<file path="src/rtl/rle_stream_writer_if.sv">
// rle_stream_writer_if: token stream and RAM bus bundles for the RLE stream writer
interface rle_tok_if #(parameter int LEN_W = 7);
  logic tok_valid, tok_ready, tok_bit, tok_last;
  logic [LEN_W-1:0] tok_len;
  modport master (output tok_valid, tok_bit, tok_len, tok_last, input tok_ready);
  modport slave (input tok_valid, tok_bit, tok_len, tok_last, output tok_ready);
endinterface

interface rle_ram_if #(parameter int ADDR_W = 16, WORD_W = 8);
  logic [ADDR_W-1:0] ram_addr;
  logic [WORD_W-1:0] ram_wdata, ram_rdata;
  logic ram_rd, ram_wr;
  modport master (output ram_addr, ram_wdata, ram_rd, ram_wr, input ram_rdata);
  modport slave (input ram_addr, ram_wdata, ram_rd, ram_wr, output ram_rdata);
endinterface

</file>
<file path="src/rtl/rle_stream_writer.sv">
// rle_stream_writer: expands run-length tokens into an MSB-first bit stream in RAM, preserving bits outside the written span
module rle_stream_writer #(
  parameter int WORD_W = 8,
  parameter int ADDR_W = 16,
  parameter int LEN_W = 7,
  parameter int BIT_W = 3
) (
  input  logic              clk,
  input  logic              RST,
  input  logic              start,
  input  logic [ADDR_W-1:0] start_byte,
  input  logic [BIT_W-1:0]  start_bit,
  input  logic [ADDR_W-1:0] end_addr,
  rle_tok_if.slave          tok,
  rle_ram_if.master         ram,
  output logic [ADDR_W-1:0] new_byte,
  output logic [BIT_W-1:0]  new_bit,
  output logic              busy,
  output logic              done,
  output logic              overflow
);
  typedef enum logic [3:0] {IDLE, PRE_RD, PRE_WAIT, FILL, WRITE, FLUSH_RD, FLUSH_WAIT, FLUSH_WR, FIN} state_t;
  localparam int CW = (LEN_W > BIT_W ? LEN_W : BIT_W) + 1;
  localparam logic [BIT_W-1:0] TOP = BIT_W'(WORD_W - 1);
  state_t state, state_n;
  logic [ADDR_W-1:0] word, word_n, last, last_n;
  logic [BIT_W-1:0] cur_bit, cur_bit_n;
  logic [WORD_W-1:0] acc, acc_n, low_mask, run_mask;
  logic [LEN_W-1:0] run, run_n;
  logic run_val, run_val_n, flush, flush_n, ovf_n, hs;
  logic [CW-1:0] room, take, low;
  // next-state, run placement and read-merge datapath
  always_comb begin
    state_n = state;
    word_n = word;
    last_n = last;
    cur_bit_n = cur_bit;
    acc_n = acc;
    run_n = run;
    run_val_n = run_val;
    flush_n = flush;
    ovf_n = overflow;
    hs = tok.tok_valid && tok.tok_ready;
    room = CW'(cur_bit) + CW'(1);
    take = CW'(run) < room ? CW'(run) : room;
    low = room - take;
    for (int i = 0; i < WORD_W; i++) begin
      low_mask[i] = i < int'(room);
      run_mask[i] = (i < int'(room)) && (i >= int'(low));
    end
    case (state)
      IDLE: if (start) begin
        word_n = start_byte;
        cur_bit_n = start_bit;
        last_n = end_addr;
        ovf_n = 1'b0;
        flush_n = 1'b0;
        run_n = '0;
        state_n = start_bit == TOP ? FILL : PRE_RD;
      end
      PRE_RD: state_n = PRE_WAIT;
      PRE_WAIT: begin
        acc_n = ram.ram_rdata;
        state_n = FILL;
      end
      FILL: if (run != '0) begin
        acc_n = run_val ? acc | run_mask : acc & ~run_mask;
        run_n = run - LEN_W'(take);
        cur_bit_n = low == '0 ? TOP : BIT_W'(low - CW'(1));
        state_n = low == '0 ? WRITE : FILL;
      end else begin
        if (hs) begin
          run_n = tok.tok_len;
          run_val_n = tok.tok_bit;
          flush_n = tok.tok_last;
        end
        if (flush || (hs && tok.tok_last && tok.tok_len == '0))
          state_n = cur_bit == TOP ? FIN : FLUSH_RD;
      end
      WRITE: begin
        word_n = word + ADDR_W'(1);
        state_n = FILL;
      end
      FLUSH_RD: state_n = FLUSH_WAIT;
      FLUSH_WAIT: begin
        acc_n = (acc & ~low_mask) | (ram.ram_rdata & low_mask);
        state_n = FLUSH_WR;
      end
      FLUSH_WR: state_n = FIN;
      FIN: state_n = IDLE;
      default: state_n = IDLE;
    endcase
    if ((state_n == WRITE || state_n == FLUSH_WR) && word_n > last) ovf_n = 1'b1;
  end
  // state/datapath registers; every output is decoded from the next state so it is registered
  always_ff @(posedge clk) begin
    if (RST) begin
      state <= IDLE;
      word <= '0;
      last <= '0;
      cur_bit <= TOP;
      acc <= '0;
      run <= '0;
      run_val <= 1'b0;
      flush <= 1'b0;
      overflow <= 1'b0;
      tok.tok_ready <= 1'b0;
      ram.ram_rd <= 1'b0;
      ram.ram_wr <= 1'b0;
      ram.ram_addr <= '0;
      ram.ram_wdata <= '0;
      new_byte <= '0;
      new_bit <= TOP;
      busy <= 1'b0;
      done <= 1'b0;
    end else begin
      state <= state_n;
      word <= word_n;
      last <= last_n;
      cur_bit <= cur_bit_n;
      acc <= acc_n;
      run <= run_n;
      run_val <= run_val_n;
      flush <= flush_n;
      overflow <= ovf_n;
      tok.tok_ready <= state_n == FILL && run_n == '0 && !flush_n;
      ram.ram_rd <= state_n == PRE_RD || state_n == FLUSH_RD;
      ram.ram_wr <= (state_n == WRITE || state_n == FLUSH_WR) && word_n <= last_n;
      ram.ram_addr <= word_n;
      ram.ram_wdata <= acc_n;
      busy <= state_n != IDLE && state_n != FIN;
      done <= state_n == FIN;
      if (state_n == FIN) begin
        new_byte <= word_n;
        new_bit <= cur_bit_n;
      end
    end
  end
endmodule

</file>
<file path="src/flat_wrapper.sv">
// flat-port wrapper written by rule: the top's interface ports become plain ports
module rle_stream_writer_flat 
#(
  parameter int WORD_W = 8,
  parameter int ADDR_W = 16,
  parameter int LEN_W = 7,
  parameter int BIT_W = 3
)
  (clk, RST, start, start_byte, start_bit, end_addr, new_byte, new_bit, busy, done, overflow, tok_tok_valid, tok_tok_bit, tok_tok_len, tok_tok_last, tok_tok_ready, ram_ram_addr, ram_ram_wdata, ram_ram_rd, ram_ram_wr, ram_ram_rdata);
  rle_tok_if #(.LEN_W(LEN_W)) tok_i ();
  rle_ram_if #(.ADDR_W(ADDR_W), .WORD_W(WORD_W)) ram_i ();
  input  logic clk;
  input  logic RST;
  input  logic start;
  input  logic [ADDR_W-1:0] start_byte;
  input  logic [BIT_W-1:0] start_bit;
  input  logic [ADDR_W-1:0] end_addr;
  output logic [ADDR_W-1:0] new_byte;
  output logic [BIT_W-1:0] new_bit;
  output logic busy;
  output logic done;
  output logic overflow;
  input wire logic [$bits(tok_i.tok_valid)-1:0] tok_tok_valid;
  input wire logic [$bits(tok_i.tok_bit)-1:0] tok_tok_bit;
  input wire logic [$bits(tok_i.tok_len)-1:0] tok_tok_len;
  input wire logic [$bits(tok_i.tok_last)-1:0] tok_tok_last;
  output wire logic [$bits(tok_i.tok_ready)-1:0] tok_tok_ready;
  output wire logic [$bits(ram_i.ram_addr)-1:0] ram_ram_addr;
  output wire logic [$bits(ram_i.ram_wdata)-1:0] ram_ram_wdata;
  output wire logic [$bits(ram_i.ram_rd)-1:0] ram_ram_rd;
  output wire logic [$bits(ram_i.ram_wr)-1:0] ram_ram_wr;
  input wire logic [$bits(ram_i.ram_rdata)-1:0] ram_ram_rdata;
  assign tok_i.tok_valid = tok_tok_valid;
  assign tok_i.tok_bit = tok_tok_bit;
  assign tok_i.tok_len = tok_tok_len;
  assign tok_i.tok_last = tok_tok_last;
  assign tok_tok_ready = tok_i.tok_ready;
  assign ram_ram_addr = ram_i.ram_addr;
  assign ram_ram_wdata = ram_i.ram_wdata;
  assign ram_ram_rd = ram_i.ram_rd;
  assign ram_ram_wr = ram_i.ram_wr;
  assign ram_i.ram_rdata = ram_ram_rdata;
  rle_stream_writer #(.WORD_W(WORD_W), .ADDR_W(ADDR_W), .LEN_W(LEN_W), .BIT_W(BIT_W)) u_core (.clk(clk), .RST(RST), .start(start), .start_byte(start_byte), .start_bit(start_bit), .end_addr(end_addr), .tok(tok_i), .ram(ram_i), .new_byte(new_byte), .new_bit(new_bit), .busy(busy), .done(done), .overflow(overflow));
endmodule
</file>
<file path="config.mk">
export PLATFORM = sky130hd
export DESIGN_NAME = rle_stream_writer_flat
export DESIGN_NICKNAME = d
export VERILOG_FILES = /design/src/rtl/rle_stream_writer_if.sv /design/src/rtl/rle_stream_writer.sv /design/src/flat_wrapper.sv
export SDC_FILE = /design/constraint.sdc
export NUM_CORES = 1
export LEC_CHECK = 0
export ABC_AREA = 1
export CORE_ASPECT_RATIO = 1.25
export CORE_MARGIN = 1.5
export CORE_UTILIZATION = 65
export CTS_CLUSTER_DIAMETER = 50
export DETAILED_ROUTE_END_ITERATION = 6
export DONT_BUFFER_PORTS = 1
export PLACE_DENSITY = 0.81
export SETUP_SLACK_MARGIN = 0.2
export SKIP_LAST_GASP = 1
export SLEW_MARGIN = 20
export SYNTH_ARGS = -nofsm -noshare
export SYNTH_HDL_FRONTEND = slang
export SYNTH_SLANG_ARGS = --single-unit
export TNS_END_PERCENT = 50
</file>
<file path="constraint.sdc">
create_clock -name clk -period 5.9 [get_ports clk]
set_input_delay 1.18 -clock clk [delete_from_list [all_inputs] [get_ports clk]]
set_output_delay 1.18 -clock clk [all_outputs]
set_load 0.1 [all_outputs]
</file>
Yosys cells after proc, flatten, opt, wreduce, memory -nomap -nowiden
Cells that the tools add are included.
{ "op_classes": {"magnitude_cmp": 19, "muxes": 30, "eq_ne": 17, "bitwise_logic": 8, "n_reduce_logical": 33, "add_sub_neg": 5} }
{ "ops": {"columns": ["op", "count"], "rows": [
  ["$mux 16", 3],
  ["$ge 3x8->1 const A", 4],
  ["$lt 3x8->1 const A", 4],
  ["$pmux 16 s2", 1],
  ["$eq 4x3->1 const B", 7],
  ["$pmux 4 s7", 1],
  ["$and 8x8->8", 3],
  ["$mux 8", 3],
  ["$pmux 8 s3", 1],
  ["$mux 7", 3],
  ["$add 16x1->16 const B", 1],
  ["$ge 1x8->1 const A", 2],
  ["$ge 2x8->1 const A", 2],
  ["$gt 16x16->1", 1],
  ["$le 16x16->1", 1],
  ["$logic_and 1x1->1", 16],
  ["$lt 1x8->1 const A", 2],
  ["$lt 2x8->1 const A", 2],
  ["$mux 4", 4],
  ["$not 8->8", 2],
  ["$or 8x8->8", 2],
  ["$logic_not 7->1", 2],
  ["$pmux 7 s2", 1],
  ["$eq 4x2->1 const B", 3],
  ["27 further kinds", 41]
]} }
{ "totals": {"out_inout_bits": 49, "input_bits": 56, "word_cells": 128, "ff_bits": 81} }

Depth between registers and ports, before layout
Gate-level depths: netlist of the first run.
{ "depth": {"depth_word": 13, "ltp_mapped": 26, "depth_no_buf": 26} }

Worst setup path after synthesis of the first run
No wires, ideal clock.
{ "synth_path": {"kind": "reg-to-reg", "from": "register, netlist name u_core.ram.ram_addr[0]", "to": "register u_core.overflow", "required_time_ns": 5.784, "path_buffers": 0, "period_less_slack_ns": 3.786, "setup_time_ns": 0.116, "t_arrival_ns": 3.670, "path_slack_ns": 2.114, "stages_incl_launch_ff": 23, "cell_sequence": "dfxtp_1 ha_1 nand3_1 nor3b_2 nand2_1 nor2_2 nand4_1 nor2_1 nand2_1 o21ai_0 nand2_1 o21ai_1 o21ai_1 inv_1 ha_1 nand2_1 inv_1 nand3_1 nor3_1 a221oi_1 a31oi_1 nand3_1 nand2_1"} }
{ "synth_rtl": {"columns": ["item", "line_no", "rtl"], "rows": [
  ["end signal, assigned", "rle_stream_writer.sv:125", "overflow <= ovf_n;"],
  ["end, declared", "rle_stream_writer.sv:20", "output logic overflow"]
]} }

==> results of run 1 <==
## area by class of cell
cell class | count | area (µm²)
clock buffers | 11 | 141
clock inverters | 5 | 55.1
fillers | 739 | 2480
inverters | 108 | 405
multi-input cells | 562 | 3290
flip-flops and latches | 81 | 1620
well taps | 97 | 121
repair buffers | 4 | 30.0
## sequential cells by signal (all words and copies together), names as in the netlist
name                  count
u_core.last              16
u_core.ram.ram_addr      16
u_core.new_byte          16
u_core.ram.ram_rd         1
u_core.tok.tok_ready      1
u_core.done               1
u_core.run                7
u_core.new_bit            3
u_core.flush              1
u_core.run_val            1
u_core.ram.ram_wdata      8
u_core.busy               1
u_core.ram.ram_wr         1
u_core.state              4
u_core.overflow           1
u_core.cur_bit            3
## per-stage QoR
step | hold WS (ns) | instances | setup WS, ns | util (%)
6_report | 0.491 | 868 | 1.64 | 69.5
2_1_floorplan | 0.462 | 771 | 2.11 | -
5_1_grt | 0.510 | 868 | 1.24 | 69.5
3_3_place_gp | 0.472 | 852 | 1.80 | 67.1
3_5_place_dp | 0.480 | 852 | 1.72 | 67.1
4_1_cts | 0.492 | 868 | 1.69 | 69.5
## cells in the final DEF (no fill, tap or decap), types with 3 or more instances in the layout
| master | synthesis | final |
|---|---|---|
| nand4_1 | 10 | 10 |
| nand2_1 | 138 | 138 |
| clkbuf_8 | 0 | 10 |
| xor2_1 | 3 | 3 |
| o21ai_0 | 72 | 72 |
| a21oi_1 | 69 | 69 |
| a221oi_1 | 15 | 15 |
| nand3_1 | 30 | 30 |
| nand2_4 | 3 | 3 |
| inv_1 | 98 | 98 |
| inv_2 | 9 | 9 |
| nor2_4 | 4 | 4 |
| o21ai_1 | 12 | 12 |
| nor2_1 | 80 | 80 |
| buf_4 | 0 | 4 |
| nor3_1 | 6 | 6 |
| a31oi_1 | 8 | 8 |
| ha_1 | 50 | 50 |
| a22oi_1 | 6 | 6 |
| nand2_2 | 8 | 8 |
| o211ai_1 | 7 | 7 |
| nor2_2 | 6 | 6 |
| dfxtp_1 | 81 | 81 |
## kinds of logic (layout without fill, tap and decap cells)
| family | Yosys count | after routing |
|---|---|---|
| AND/OR/NAND/NOR | 300 | 300 |
| AO/OA/AOI/OAI | 205 | 205 |
| buffers and inverters | 128 | 128 |
| flip-flops | 81 | 81 |
| adder cells (fa/ha/maj) | 52 | 52 |
| XOR/XNOR | 4 | 4 |
| multiplexers | 1 | 1 |
## per-layer routing
metal  GRT usage, %  share of wire [%]
met4           21.3                5.1
met3           8.29                6.8
met1           34.8                 37
met2           59.8                 51
met5              0                  0
## how the worst max path moves through the flow
stage	endpoint	slack, ns	depth (start not counted)
3_3_place_gp	u_core.ram.ram_wr$_SDFF_PP0_	1.80	21
4_1_cts	u_core.overflow$_SDFFE_PP0P_	1.69	22
2_1_floorplan	u_core.overflow$_SDFFE_PP0P_	2.11	22
3_5_place_dp	u_core.overflow$_SDFFE_PP0P_	1.72	22
6_report	u_core.ram.ram_wr$_SDFF_PP0_	1.64	21
5_1_grt	u_core.ram.ram_wr$_SDFF_PP0_	1.24	21
## power groups by stage
stage / Clock, µW / Sequential, µW / Combinational, µW
2_1_floorplan: 0 / 844 / 785
3_3_place_gp: 0 / 847 / 959
3_5_place_dp: 0 / 849 / 992
4_1_cts: 417 / 837 / 1000
5_1_grt: 435 / 844 / 1150
6_report: 410 / 838 / 1020
## worst register-to-register path: stages (launching register included)
cell     delay, ns
dfxtp_1       1.02
nand3_1       0.21
nor2_1        0.27
nand4_1       0.17
inv_1         0.14
nand4_1       0.15
nor2_1        0.26
nand3_1       0.12
nor2_1        0.18
a21oi_1       0.07
o21ai_0       0.12
nand2_1       0.07
o21ai_1       0.16
inv_1         0.12
ha_1          0.31
nand2_1       0.07
inv_1         0.07
nand3_1       0.08
nor3_1        0.22
a21oi_1       0.11
a21oi_1       0.18
nor2_2        0.06
==> impl_results.md, run 1 <==
- Run status: complete, no violations
- Drt first-iter violations: 299
- Placer Congestion: 0.908
- Crit start category: flip-flop
- Synth Area per Inst: 7.00 µm²
- Core Box Area: 0.00815 mm²
- CTS tree: built
- Hold Fails Final Rpt: 0
- Antenna violations before repair: 0
- Ranking of synthesized cells by area: dfxtp_1 (30%), ha_1 (12%), nand2_1 (9.6%)
- Clock group share of total power: 18.1%
- Hold path depth: 2
- Gate power share: 45.0%
- Critical-path cell list: nand3_1 > nor2_1 > nand4_1 > inv_1 > nand4_1 > nor2_1 > nand3_1 > nor2_1 > a21oi_1 > o21ai_0 > nand2_1 > o21ai_1 > inv_1 > ha_1 > nand2_1 > inv_1 > nand3_1 > nor3_1 > a21oi_1 > a21oi_1 > nor2_2
- CP Data Required Time: 6.16 ns
- Post-Synth Simple-Gate Area: 25.6%
- Synth cell types: 49
- Critical Path AT: 4.52 ns
- CP delay by family, top: simple AND/OR/NAND/NOR gates
- Crit path largest cell delay: 1.02 ns
- CP Launch Point: u_core.ram.ram_addr[1]$_SDFF_PP0_
- Clock Latency Late Sink: 0.36 ns
- Adder-Cell Fraction of Synth Area: 12.3%
- Layout cell share with drive strength beyond 1: 8.43%
- Synth top cells by count: nand2_1 (138), inv_1 (98), dfxtp_1 (81), nor2_1 (80), o21ai_0 (72)
- Fmax: 235 MHz
- Vias/cell: 6.13
- Number of flops mapped to enable cells by yosys: 0
- Final Cycle Share: 72.3%
- Cell Area, Synth: 0.00540 mm²
- Min Tclk post-route: 4.26 ns
- Area Growth Syn to Fin: 4.98%
- Power after layout: 2270 µW
- First drt pass iteration count: 5
- Seq cells post-synth: 81
- First-pass GRT wire length: 24000 µm
- Share of the yosys chip area belonging to registers: 30.0%
- TritonCTS Buffers: 9
- RSZ-0062 raised after global routing: false
- # setup viols final: 0
- Cell taking the most area after synthesis: dfxtp_1
- Relative slew slack: 24.8%
- Most common cell in the netlist: nand2_1
- Post_cts resized: 0
- Antenna Cells: 0
- Pin count of the biggest net entering global routing: 52
- PwrDens: 401 mW/mm²
- Post-synthesis xor/xnor area fraction: 0.649%
- Internal: 1150 µW
- Die W: 84.5 µm
- WP buf/inv: 3
- Post-DP HPWL: 11100 µm
- Slowest stage cell, crit path: dfxtp_1
- # port buffers: 0
- Initial Util: 66.2%
- Syn Inst Count: 771
- DR WL/cell: 16.8 µm
- Placed inst area: 0.00547 mm²
- Slew Limit Fails: 0
- Largest family of logic cells by synthesized area: simple AND/OR/NAND/NOR gates
- Asr flop ratio synth: 0%
- Mapped Nets: 879
- Crit Path Class: flip-flop to flip-flop
- Maxcap violations: 0
- Die area: 0.00886 mm²
- Top cell type's share of synthesized area: 30.0%
- Worst r2r path cells: 21
- CTS clk-pin slew, worst paths: 0.08 ns
- GRT Overall Usage: 33.6%
- Switching share of power: 49.3%
- Compound-Gate Fraction of Synth Area: 22.2%
- I/O pins: 105
- R2r setup slk: 1.64 ns
- Net Sw Power: 1120 µW
- Crit path max fanout: 4
- Peak supply drop: 382 µV
- Htree depth: 3
- GRT Residual Overflow: 0
- Placement Rows: 37
- WL final: 14600 µm
- Hold-fix buffers, CTS: 0
- Hold path startpoint: u_core.last[0]$_SDFF_PP0_
- Nets@finish: 874
- # Post-CTS Setup Buffers: 0
- Type of the most critical hold path: flip-flop to flip-flop
- Worst-margin pin slew: 1.13 ns
- CTS Root Cell: clkbuf_8
- Setup TNS: 0 ns
- Deepest clock path buffer count: 2
- RR Startpoint: u_core.ram.ram_addr[1]$_SDFF_PP0_
- R2r endpoint: u_core.ram.ram_wr$_SDFF_PP0_
- Vias post-DR: 5320
- DR DRC count: 0
- Hold Path End: u_core.last[0]$_SDFF_PP0_
- Setup Skew: 0.0104 ns
- Die Y: 105 µm
- Final ANT Viol Nets: 0
- Clock net sink count: 81
- Main synth FF type: dfxtp_1
- Number of global-route vias before repair: 5330
- Critical Path Sink Type: flip-flop
- Leakage Power: 0.00259 µW
- Mux cell area share after synthesis: 0.209%
- Sequential power share: 36.9%
- Post-route cell area: 0.00567 mm²
- Syn. warnings: 0
Note: power is estimated with default switching activity, not from simulation.
==> run 2: changes to the inputs <==
==> constraint.sdc (replaced) <==
create_clock -name clk -period 4.1 [get_ports clk]
set_input_delay 0.82 -clock clk [delete_from_list [all_inputs] [get_ports clk]]
set_output_delay 0.82 -clock clk [all_outputs]
set_load 0.1 [all_outputs]
==> impl_results.md, run 2 (synthesis results as in run 1) <==
- RSZ-0062 raised after global routing: false
- CP Data Required Time: 4.42 ns
- I/O pins: 105
- Die area: 0.00886 mm²
- DR WL/cell: 16.6 µm
- Pin count of the biggest net entering global routing: 52
- Type of the most critical hold path: flip-flop to flip-flop
- Setup TNS: 0 ns
- Clock Latency Late Sink: 0.37 ns
- Antenna Cells: 0
- DR DRC count: 0
- Area Growth Syn to Fin: 8.32%
- Initial Util: 66.2%
- WP buf/inv: 3
- TritonCTS Buffers: 9
- CTS Root Cell: clkbuf_8
- Critical Path AT: 3.97 ns
- Fmax: 273 MHz
- Hold path depth: 2
- Deepest clock path buffer count: 2
- Nets@finish: 893
- GRT Overall Usage: 33.0%
- Most frequent cells in the layout: nand2_1 (138), inv_1 (98), nor2_1 (80), dfxtp_1 (78), o21ai_0 (70)
- Htree depth: 3
- Relative slew slack: 27.1%
- Crit Path Class: flip-flop to flip-flop
- Worst-margin pin slew: 1.09 ns
- Commonest non-fill, non-tap cell in the layout: nand2_1
- Critical-path cell list: buf_6 > nand3_1 > nor3b_2 > nand2_1 > nor2_2 > nand4_1 > nor2_1 > nand2_1 > nor3_1 > o21ai_1 > o21ai_1 > inv_1 > ha_1 > nand2_1 > inv_1 > nand3_1 > nor3_1 > a221oi_1 > a31oi_1 > nand3_1 > nand2_1
- Top Registers: u_core.last: 16 flops, u_core.new_byte: 16 flops, u_core.ram.ram_addr: 16 flops
- Hold Slack: 0.501 ns
- First drt pass iteration count: 5
- Hold path startpoint: u_core.run[0]$_SDFF_PP0_
- Drt first-iter violations: 350
- Vias/cell: 6.00
- Slowest stage cell, crit path: dfxtp_1
- CTS tree: built
- Crit path largest cell delay: 0.36 ns
- Maxcap violations: 0
- PwrDens: 579 mW/mm²
- Min Tclk post-route: 3.66 ns
- CP most frequent cell: nand2_1
- Run status: complete, no violations
- # setup viols final: 0
- Vias post-DR: 5326
- Post-DP HPWL: 11100 µm
- Fillers: 695
- Hold Fails Final Rpt: 0
- Die W: 84.5 µm
- Leakage Power: 0.00270 µW
- Placement Rows: 37
- Slew Limit Fails: 0
- Crit start category: flip-flop
- Final ANT Viol Nets: 0
- Core Box Area: 0.00815 mm²
- Peak supply drop: 349 µV
- Final Cycle Share: 89.2%
- WL final: 14700 µm
- Setup Skew: 0.0151 ns
- Crit path max fanout: 4
- RR Startpoint: u_core.ram.ram_addr[2]$_SDFF_PP0_
- CTS clk-pin slew, worst paths: 0.09 ns
- Clock net sink count: 81
- Worst r2r path cells: 21
- # port buffers: 0
- Layout cell share with drive strength beyond 1: 11.4%
- # Post-CTS Setup Buffers: 0
- GRT Residual Overflow: 0
- Placer Congestion: 0.949
- Die Y: 105 µm
- Number of global-route vias before repair: 5194
- R2r setup slk: 0.44 ns
- First-pass GRT wire length: 23400 µm
- Critical Path Sink Type: flip-flop
- R2r endpoint: u_core.overflow$_SDFFE_PP0P_
- CP delay by family, top: simple AND/OR/NAND/NOR gates
- Hold Path End: u_core.run[0]$_SDFF_PP0_
- Final core occ: 71.7%
- Antenna violations before repair: 0
## run 2: worst reg2reg max path: stages (launching register included)
cell and delay [ns]:
dfxtp_1 0.36, buf_6 0.24, nand3_1 0.20, nor3b_2 0.23, nand2_1 0.12, nor2_2 0.16, nand4_1 0.16, nor2_1 0.13
nand2_1 0.09, nor3_1 0.15, o21ai_1 0.09, o21ai_1 0.27, inv_1 0.13, ha_1 0.30, nand2_1 0.06, inv_1 0.05
nand3_1 0.11, nor3_1 0.25, a221oi_1 0.13, a31oi_1 0.20, nand3_1 0.10, nand2_1 0.06
## run 2: area by class of cell
class	count	area, µm²	share of cell area [%]
well taps	97	121	2.08
flip-flops and latches	81	1630	27.8
inverters	108	405	6.93
clock buffers	11	131	2.25
multi-input cells	562	3310	56.5
repair buffers	23	176	3.02
clock inverters	5	80.1	1.37
## run 2: timing repair
item / in CTS / in global routing
hold buffers: 0 / 0
endpoints found under the setup margin: 0 / 20
hold endpoints to repair: 0 / 0
gates resized for setup: 0 / 10
## run 2: how the worst max path moves through the flow
stage / start / end / slack, ns / depth (start not counted)
after floorplan: u_core.ram.ram_addr[0]$_SDFF_PP0_ / u_core.overflow$_SDFFE_PP0P_ / 0.31 / 22
after global placement: u_core.cur_bit[1]$_SDFF_PP1_ / u_core.ram.ram_wr$_SDFF_PP0_ / 0.49 / 21
after detailed placement: u_core.cur_bit[2]$_SDFF_PP1_ / u_core.ram.ram_wr$_SDFF_PP0_ / 0.35 / 24
after CTS: u_core.cur_bit[2]$_SDFF_PP1_ / u_core.ram.ram_wr$_SDFF_PP0_ / 0.33 / 24
after global routing: u_core.ram.ram_addr[2]$_SDFF_PP0_ / u_core.overflow$_SDFFE_PP0P_ / 0.18 / 21
final: u_core.ram.ram_addr[2]$_SDFF_PP0_ / u_core.overflow$_SDFFE_PP0P_ / 0.44 / 21
## run 2: metrics by stage
step                total power [µW]  setup WS, ns  area, µm²  cells
floorplan                       2340         0.314       5400    771
global placement                2640         0.485       5610    871
detailed placement              2690         0.354       5610    871
CTS                             3350         0.329       5820    887
global route                    3610         0.181       5850    887
finish                          3390         0.442       5850    887
## run 2: layer usage
layer | GRT usage [%] | vias to the layer above | wire, µm
met2 | 58.9 | 202 | 7640
met4 | 17.3 | 0 | 583
li1 | - | 2617 | -
met3 | 8.21 | 49 | 983
met1 | 35.4 | 2458 | 5510
met5 | 0 | - | 0
## run 2: power breakdown
part / total (µW) / switching, µW / internal, µW
clock: 652 / 309 / 343
sequential: 1030 / 168 / 860
combinational: 1710 / 1160 / 550
==> run 3: changes to the inputs <==
--- a/config.mk
+++ b/config.mk
@@ -6,13 +6,15 @@
 export NUM_CORES = 1
 export LEC_CHECK = 0
 export ABC_AREA = 1
+export CELL_PAD_IN_SITES_DETAIL_PLACEMENT = 1
+export CELL_PAD_IN_SITES_GLOBAL_PLACEMENT = 1
 export CORE_ASPECT_RATIO = 1.25
 export CORE_MARGIN = 1.5
-export CORE_UTILIZATION = 65
+export CORE_UTILIZATION = 46
 export CTS_CLUSTER_DIAMETER = 50
 export DETAILED_ROUTE_END_ITERATION = 6
 export DONT_BUFFER_PORTS = 1
-export PLACE_DENSITY = 0.81
+export PLACE_DENSITY_LB_ADDON = 0.1
 export SETUP_SLACK_MARGIN = 0.2
 export SKIP_LAST_GASP = 1
 export SLEW_MARGIN = 20
==> impl_results.md, run 3 (synthesis results as in run 1) <==
- Run status: complete, no violations
- Clock Latency Late Sink: 0.34 ns
- Type of the most critical hold path: flip-flop to flip-flop
- Core Box Area: 0.0115 mm²
- Hold Slack: 0.492 ns
- CTS clk-pin slew, worst paths: 0.06 ns
- Fmax: 277 MHz
- Net Sw Power: 1730 µW
- Top Registers: u_core.last: 16 flops, u_core.new_byte: 16 flops, u_core.ram.ram_addr: 16 flops
- Hold path startpoint: u_core.last[0]$_SDFF_PP0_
- Crit Path Class: flip-flop to flip-flop
- RR Startpoint: u_core.cur_bit[1]$_SDFF_PP1_
- Sequential power share: 28.8%
- Setup Skew: 0.00686 ns
- Final ANT Viol Nets: 0
- Layout cell share with drive strength beyond 1: 12.2%
- Commonest non-fill, non-tap cell in the layout: nand2_1
- GRT Overall Usage: 29.1%
- Final core occ: 52.3%
- R2r endpoint: u_core.ram.ram_wr$_SDFF_PP0_
- DR WL/cell: 18.8 µm
- Post-DP HPWL: 13700 µm
- Gate power share: 49.3%
- Die Y: 124 µm
- CP Data Required Time: 4.33 ns
- Vias/cell: 5.78
- Worst r2r path cells: 22
- Pin count of the biggest net entering global routing: 52
- Drt first-iter violations: 185
- Peak supply drop: 234 µV
- # setup viols final: 0
- CTS tree: built
- Area Growth Syn to Fin: 11.5%
- Hold Path End: u_core.last[0]$_SDFF_PP0_
- Final Cycle Share: 87.9%
- First drt pass iteration count: 4
- Min Tclk post-route: 3.61 ns
- CTS Root Cell: clkbuf_16
- Setup TNS: 0 ns
- Worst-margin pin slew: 1.10 ns
- Placer Congestion: 0.923
- Leakage Power: 0.00276 µW
- Antenna violations before repair: 0
- R2r setup slk: 0.49 ns
- Initial Util: 46.9%
- Clock group share of total power: 21.9%
- PwrDens: 598 mW/mm²
- Crit start category: flip-flop
- Most frequent cells in the layout: nand2_1 (138), inv_1 (98), nor2_1 (78), dfxtp_1 (78), o21ai_0 (70)
- Clock net sink count: 81
- Placement Rows: 44
- # port buffers: 0
- Switching share of power: 48.0%
- Relative slew slack: 26.8%
- Internal: 1870 µW
- Fillers: 1509
- Nets@finish: 897
- Maxcap violations: 0
- Hold Fails Final Rpt: 0
- Critical Path AT: 3.84 ns
- Power after layout: 3600 µW
- WL final: 17600 µm
- Die area: 0.0124 mm²
- Number of global-route vias before repair: 5688
- GRT Residual Overflow: 0
- Vias post-DR: 5386
- Htree depth: 3
- Antenna Cells: 0
- First-pass GRT wire length: 27900 µm
- Hold path depth: 2
- Deepest clock path buffer count: 2
- DP Cell Count: 916
- RSZ-0062 raised after global routing: false
- Die W: 99.9 µm
- DR DRC count: 0
- Crit path max fanout: 7
- Slew Limit Fails: 0
- I/O pins: 105
- Critical Path Sink Type: flip-flop
- TritonCTS Buffers: 9
- Non-Filler Instances: 932
## run 3: changes by cell type in the layout (fill, tap and decap cells not counted), moves of 2 or more
cell and change:
buf_4 +5, bufinv_16 -2, clkbuf_16 +9, clkbuf_8 -7, nor2_1 -2, nor2_2 +2
## run 3: power by group through the flow
| stage | clock [µW] | sequential (µW) | combinational [µW] |
|---|---|---|---|
| final | 789 | 1030 | 1780 |
| after CTS | 807 | 1030 | 1740 |
| after detailed placement | 0 | 1050 | 1720 |
| after floorplan | 0 | 1210 | 1130 |
| after global placement | 0 | 1050 | 1650 |
| after global routing | 829 | 1040 | 1980 |
## run 3: final cells by class
cell class              count  area, µm²  share of cell area, %
clock buffers              12        256                   4.26
clock inverters             4       27.5                  0.457
inverters                 108        405                   6.74
multi-input cells         562       3330                   55.3
flip-flops and latches     81       1630                   27.0
well taps                 138        173                   2.87
repair buffers             27        203                   3.37
## run 3: through the flow
step,cell area [µm²],setup WS (ns)
floorplan,5400,0.314
global placement,5690,0.450
detailed placement,5690,0.222
CTS,5980,0.200
global route,6020,0.218
finish,6020,0.494
## run 3: worst max-delay path by stage
stage                                      startpoint                        endpoint  cells past startpoint
finish                   u_core.cur_bit[1]$_SDFF_PP1_    u_core.ram.ram_wr$_SDFF_PP0_                     22
global route             u_core.cur_bit[1]$_SDFF_PP1_    u_core.ram.ram_wr$_SDFF_PP0_                     22
CTS                      u_core.cur_bit[0]$_SDFF_PP1_    u_core.ram.ram_wr$_SDFF_PP0_                     24
detailed placement       u_core.cur_bit[1]$_SDFF_PP1_    u_core.ram.ram_wr$_SDFF_PP0_                     24
global placement         u_core.cur_bit[1]$_SDFF_PP1_  u_core.new_bit[2]$_SDFFE_PP1P_                     20
floorplan           u_core.ram.ram_addr[0]$_SDFF_PP0_    u_core.overflow$_SDFFE_PP0P_                     22
## run 3: worst max-delay path, cell delays in order, from the launching register on
cell      delay, ns
dfxtp_2        0.38
nand2_1        0.12
nor2_2         0.12
clkinv_1       0.10
ha_1           0.31
nand3_1        0.12
nand2_2        0.07
nor2_4         0.14
nand2_4        0.10
nand2_1        0.06
o21ai_1        0.09
ha_1           0.23
fa_2           0.61
ha_1           0.19
inv_1          0.09
nor2_8         0.14
nand3_4        0.12
nand2_1        0.09
nand2_1        0.09
nand2_1        0.09
nand2_1        0.08
nand2_1        0.10
nor2_2         0.03
## run 3: per-layer routing
layer  track usage (%)  share of wire, %  vias up
li1                  -                 -     2626
met1              30.0                38     2619
met4              15.2               4.0        0
met5                 0                 0        -
met3              4.83               3.6       44
met2              55.9                54       97
## run 3: repair_timing
item,4_1_cts,5_1_grt
hold buffers,0,0
resized for setup,0,13
endpoints found under the setup margin,0,23
setup buffers,0,0
